**config.mk**
```make
export PLATFORM = sky130hd
export DESIGN_NAME = detector_stream_arbiter
export DESIGN_NICKNAME = d
export VERILOG_FILES = /design/src/rtl/detector_stream_arbiter.sv
export SDC_FILE = /design/constraint.sdc
export NUM_CORES = 1
export LEC_CHECK = 0
export CAP_MARGIN = 20
export CORE_ASPECT_RATIO = 2
export CORE_MARGIN = 1.5
export CORE_UTILIZATION = 30
export CTS_BUF_LIST = sky130_fd_sc_hd__clkbuf_8
export DETAILED_ROUTE_END_ITERATION = 8
export DONT_BUFFER_PORTS = 1
export SETUP_SLACK_MARGIN = 0.15
export SYNTH_ARGS = -nofsm -noshare
export SYNTH_HDL_FRONTEND = slang
export SYNTH_SLANG_ARGS = --single-unit
export TNS_END_PERCENT = 50
```
**constraint.sdc**
```tcl
create_clock -name clk -period 4 [get_ports clk]
set_clock_uncertainty 0.05 [all_clocks]
set_input_delay 0.8 -clock clk [delete_from_list [all_inputs] [get_ports clk]]
set_output_delay 0.8 -clock clk [all_outputs]
set_load 0.1 [all_outputs]
```
**src/rtl/detector_stream_arbiter.sv**
```systemverilog
// Round-robin arbiter that time-shares one serial sequence detector among NREQ clients.
// Each granted word is shifted MSB-first into a freshly cleared detector and its hits are counted.
module detector_stream_arbiter #(
    parameter int NREQ   = 4,
    parameter int DATA_W = 8,
    parameter int CNT_W  = 4,
    parameter int MOORE  = 1
) (
    input  logic                   clk,
    input  logic                   Resetn,
    input  logic [NREQ-1:0]        req,
    input  logic [NREQ*DATA_W-1:0] req_data,
    output logic [NREQ-1:0]        gnt,
    output logic                   busy,
    output logic                   done,
    output logic [2:0]             done_id,
    output logic [CNT_W-1:0]       hit_count,
    output logic                   det_w,
    output logic                   det_resetn,
    input  logic                   det_z,
    output logic [2:0]             state_dbg
);

    localparam int PTR_W = $clog2(NREQ);
    localparam int BIT_W = $clog2(DATA_W);

    typedef enum logic [2:0] {
        S_IDLE  = 3'd0,
        S_CLR   = 3'd1,
        S_SHIFT = 3'd2,
        S_DRAIN = 3'd3,
        S_DONE  = 3'd4
    } state_t;

    state_t             state, state_nxt;
    logic [PTR_W-1:0]   ptr, winner, pick;
    logic               found;
    logic [DATA_W-1:0]  shreg;
    logic [BIT_W-1:0]   bitcnt;
    logic [CNT_W-1:0]   acc, acc_nxt;
    logic               sample_en, last_bit;

    // Handshake: req is a level held by the client until its done pulse; gnt marks the
    // job owner from grant edge to DONE exit; done is a one-cycle strobe with done_id/hit_count.

    function automatic logic [PTR_W-1:0] rr_index(input logic [PTR_W-1:0] base, input int k);
        int s;
        s = int'(base) + k;
        if (s >= NREQ) s = s - NREQ;
        return PTR_W'(s);
    endfunction

    always_comb begin
        pick  = '0;
        found = 1'b0;
        for (int k = 0; k < NREQ; k++) begin
            if (!found && req[rr_index(ptr, k)]) begin
                found = 1'b1;
                pick  = rr_index(ptr, k);
            end
        end
    end

    always_ff @(posedge clk or negedge Resetn) begin
        if (!Resetn) state <= S_IDLE;
        else         state <= state_nxt;
    end

    always_comb begin
        state_nxt  = state;
        busy       = (state != S_IDLE);
        det_w      = 1'b0;
        det_resetn = Resetn & (state != S_CLR);
        last_bit   = (bitcnt == BIT_W'(DATA_W - 1));
        // A Moore detector's z lags w by one cycle, so its first SHIFT cycle still shows
        // the cleared state and the final bit is picked up in DRAIN instead.
        sample_en  = ((state == S_SHIFT) && ((MOORE == 0) || (bitcnt != '0)))
                     || (state == S_DRAIN);
        acc_nxt    = acc + CNT_W'(sample_en & det_z);
        state_dbg  = state;
        case (state)
            S_IDLE:  if (found) state_nxt = S_CLR;
            S_CLR:   state_nxt = S_SHIFT;
            S_SHIFT: begin
                det_w = shreg[DATA_W-1];
                if (last_bit) state_nxt = (MOORE != 0) ? S_DRAIN : S_DONE;
            end
            S_DRAIN: state_nxt = S_DONE;
            S_DONE:  state_nxt = S_IDLE;
            default: state_nxt = S_IDLE;
        endcase
    end

    always_ff @(posedge clk or negedge Resetn) begin
        if (!Resetn) begin
            gnt       <= '0;
            winner    <= '0;
            ptr       <= '0;
            shreg     <= '0;
            bitcnt    <= '0;
            acc       <= '0;
            done      <= 1'b0;
            done_id   <= '0;
            hit_count <= '0;
        end else begin
            case (state)
                S_IDLE: begin
                    if (found) begin
                        gnt    <= NREQ'(1) << pick;
                        winner <= pick;
                        shreg  <= req_data[pick*DATA_W +: DATA_W];
                        acc    <= '0;
                    end
                end
                S_CLR: bitcnt <= '0;
                S_SHIFT: begin
                    shreg  <= shreg << 1;
                    bitcnt <= bitcnt + BIT_W'(1);
                    acc    <= acc_nxt;
                    if (last_bit && (MOORE == 0)) begin
                        done      <= 1'b1;
                        done_id   <= 3'(winner);
                        hit_count <= acc_nxt;
                    end
                end
                S_DRAIN: begin
                    acc       <= acc_nxt;
                    done      <= 1'b1;
                    done_id   <= 3'(winner);
                    hit_count <= acc_nxt;
                end
                S_DONE: begin
                    done <= 1'b0;
                    gnt  <= '0;
                    ptr  <= (winner == PTR_W'(NREQ - 1)) ? '0 : winner + PTR_W'(1);
                end
                default: ;
            endcase
        end
    end

endmodule
```
==> results.cfg <==
[run_status]
status = finished with violations
violations = DRC

[timing]
slew_headroom_pct = 37.4
timing.final.crit_share_pct = 66.8
fmaxAchievable_ghz = 0.374
post-route-min-period_ps = 2670
drv_slew = 0
whs_ps = 159
grt_setup_unrepaired = no
timing.setup.tns_ps = 0
worst_slew_pin_slew_ps = 939
setup_viol = 0
timing_hold_violations_final = 0

[synthesis]
synth.distinct_cells = 41
ys_seq_elements = 33
synthesis.instances = 176
postSynth.topFlopCell = sky130_fd_sc_hd__dfrtp_1
synth_edf_count = 0
avgSynthCellArea_um2 = 10.2
synth.yosys.warnings = 0
async_s_r_ff_share_synth_pct = 100
syn_nets = 221
synth.cell_area_um2 = 1800
ys_seq_area_share_pct = 45.9

[detailed_routing]
remaining_drc_errors = 2
post_drt_via_cell_ratio = 5.68
post_drt_wl_per_cell_um = 17.1
routed_wl_mm = 4.11
postRouteAntennaNets = 0
dr.pass1.iters = 9
drtIter0Drc = 38
dr_total_vias = 1362

[critical_path]
setup.worst_path.class = flip-flop to primary output
setup.worst_path.start_class = flip-flop
timing.critical_path.to_type = primary output
worst-path-max-fanout = 11
critPathArrivalTime_ps = 1820
crit_required_ps = 3150

[layout]
most-common-layout-cells = sky130_fd_sc_hd__dfrtp_1, sky130_fd_sc_hd__nand2_1, sky130_fd_sc_hd__mux2i_1
area_growth_pct = 8.28
drive_gt1_share_pct = 12.8
final_common_cell = sky130_fd_sc_hd__dfrtp_1
insertedDiodeCount = 0
final_nets = 224

[place]
place_hpwl_mm = 3.12
place.gp.congestion = 0.805
buffer_ports.inserted = 0

[die]
die_width_um = 57.7
chipHeight_um = 112
placeableCoreArea_um2 = 5760
initial_core_util_pct = 31.2
design.die.area_um2 = 6490
row_count = 39
io-pin-count = 57

[clock_tree]
cts.clk_slew.worst_paths_ps = 70
worst_skew_pair.late_latency_ps = 280
clkSinkCount = 33
post_cts_setup_repair_bufs = 0
post_cts_resized = 0
cts_tree = done
cts_buf_count = 5
cts_hold_buffers = 0
clockBufferDepth = 2
ctsHtreeMaxLevel = 2
cts_root_buffer = sky130_fd_sc_hd__clkbuf_8

[global_routing]
grt_max_degree = 35
antenna_found_initial = 0
number_of_global_route_vias_before_repair = 1370
track_usage_pct = 13.9
globalRouteOverflowTotal = 0
grt_first_pass_wirelength_mm = 6.92

[min_path]
timing.hold.worst.class = input port to async pin

[job]
cap_violations = 0
[layout make-up]
cell class                 count  area (um^2)
fill                         596         3810
multi-input combinational    128          898
sequential                    33          826
clock buffer                   6         82.6
tap                           61         76.3
timing repair buffer           5         37.5
inverter                       6         22.5
clock inverter                 1         3.75
[sequential cells by signal, indices dropped and copies added, names as in the netlist]
register and flops:
state_dbg 3, done 1, acc 4, winner 2, ptr 2, bitcnt 3
gnt 4, hit_count 4, shreg 8, done_id 2
[per-layer routing]
layer,GRT usage (%),up-vias,part of all wire [%]
met1,15.6,659,37
met2,24.7,53,56
li1,-,645,-
met5,0,-,0
met4,6.05,0,1.8
met3,2.42,5,5.2
[logic make-up after synthesis]
logic type / share of synthesized area (%)
AOI/OAI and AO/OA: 18.9
xor gates and xnor gates: 0.974
adders and majority gates: 4.18
buffers and inverters: 4.31
DFF: 45.9
muxes: 12.0
other: 0.209
and+or+nand+nor: 13.5
[synth_stat cells, drive strengths merged (3+ instances only)]
| cell type | n | area share, % |
|---|---|---|
| a21oi | 10 | 3.0 |
| nor2 | 13 | 2.9 |
| ha | 6 | 4.2 |
| mux2i | 16 | 8.9 |
| nand2b | 4 | 1.4 |
| nor3 | 4 | 1.1 |
| mux2 | 5 | 3.1 |
| inv | 6 | 1.3 |
| nand2 | 17 | 3.5 |
| a22oi | 8 | 3.3 |
| clkbuf | 4 | 0.83 |
| a22o | 3 | 1.5 |
| o221ai | 8 | 3.9 |
| dfrtp | 33 | 46 |
| o21ai | 9 | 2.5 |
| buf | 5 | 2.2 |
| nand3 | 3 | 0.83 |
[critical path, cell delays in order (launching register included)]
cell	delay [ps]
sky130_fd_sc_hd__dfrtp_1	560
sky130_fd_sc_hd__nor2b_1	460
sky130_fd_sc_hd__and3b_1	230
sky130_fd_sc_hd__buf_4	290
[path summary, 6_finish.rpt]
kind | slack, ps | cells after the start | start | end
max reg2reg | 1670 | 5 | state_dbg[0] | shreg[0]
max | 1330 | 3 | state_dbg[1] | det_w
min in group clk | 460 | 2 | shreg[0] | shreg[0]
max in group asynchronous | 3650 | 0 | Resetn | state_dbg[0]
min | 160 | 0 | Resetn | acc[3]
min reg2reg | 460 | 2 | shreg[0] | shreg[0]
[per-stage QoR]
step / instance area (um^2) / instances / setup slack, ps / util [%]
6_report: 1950 / 240 / 1330 / 33.8
5_1_grt: 1950 / 240 / 1180 / 33.8
2_1_floorplan: 1800 / 176 / 365 / -
3_5_place_dp: 1860 / 233 / 1490 / 32.3
3_3_place_gp: 1860 / 233 / 1520 / 32.3
4_1_cts: 1950 / 240 / 1280 / 33.8
Power is not shown: default switching activity piles up to over one toggle a cycle in this logic, so the estimate is an artifact.
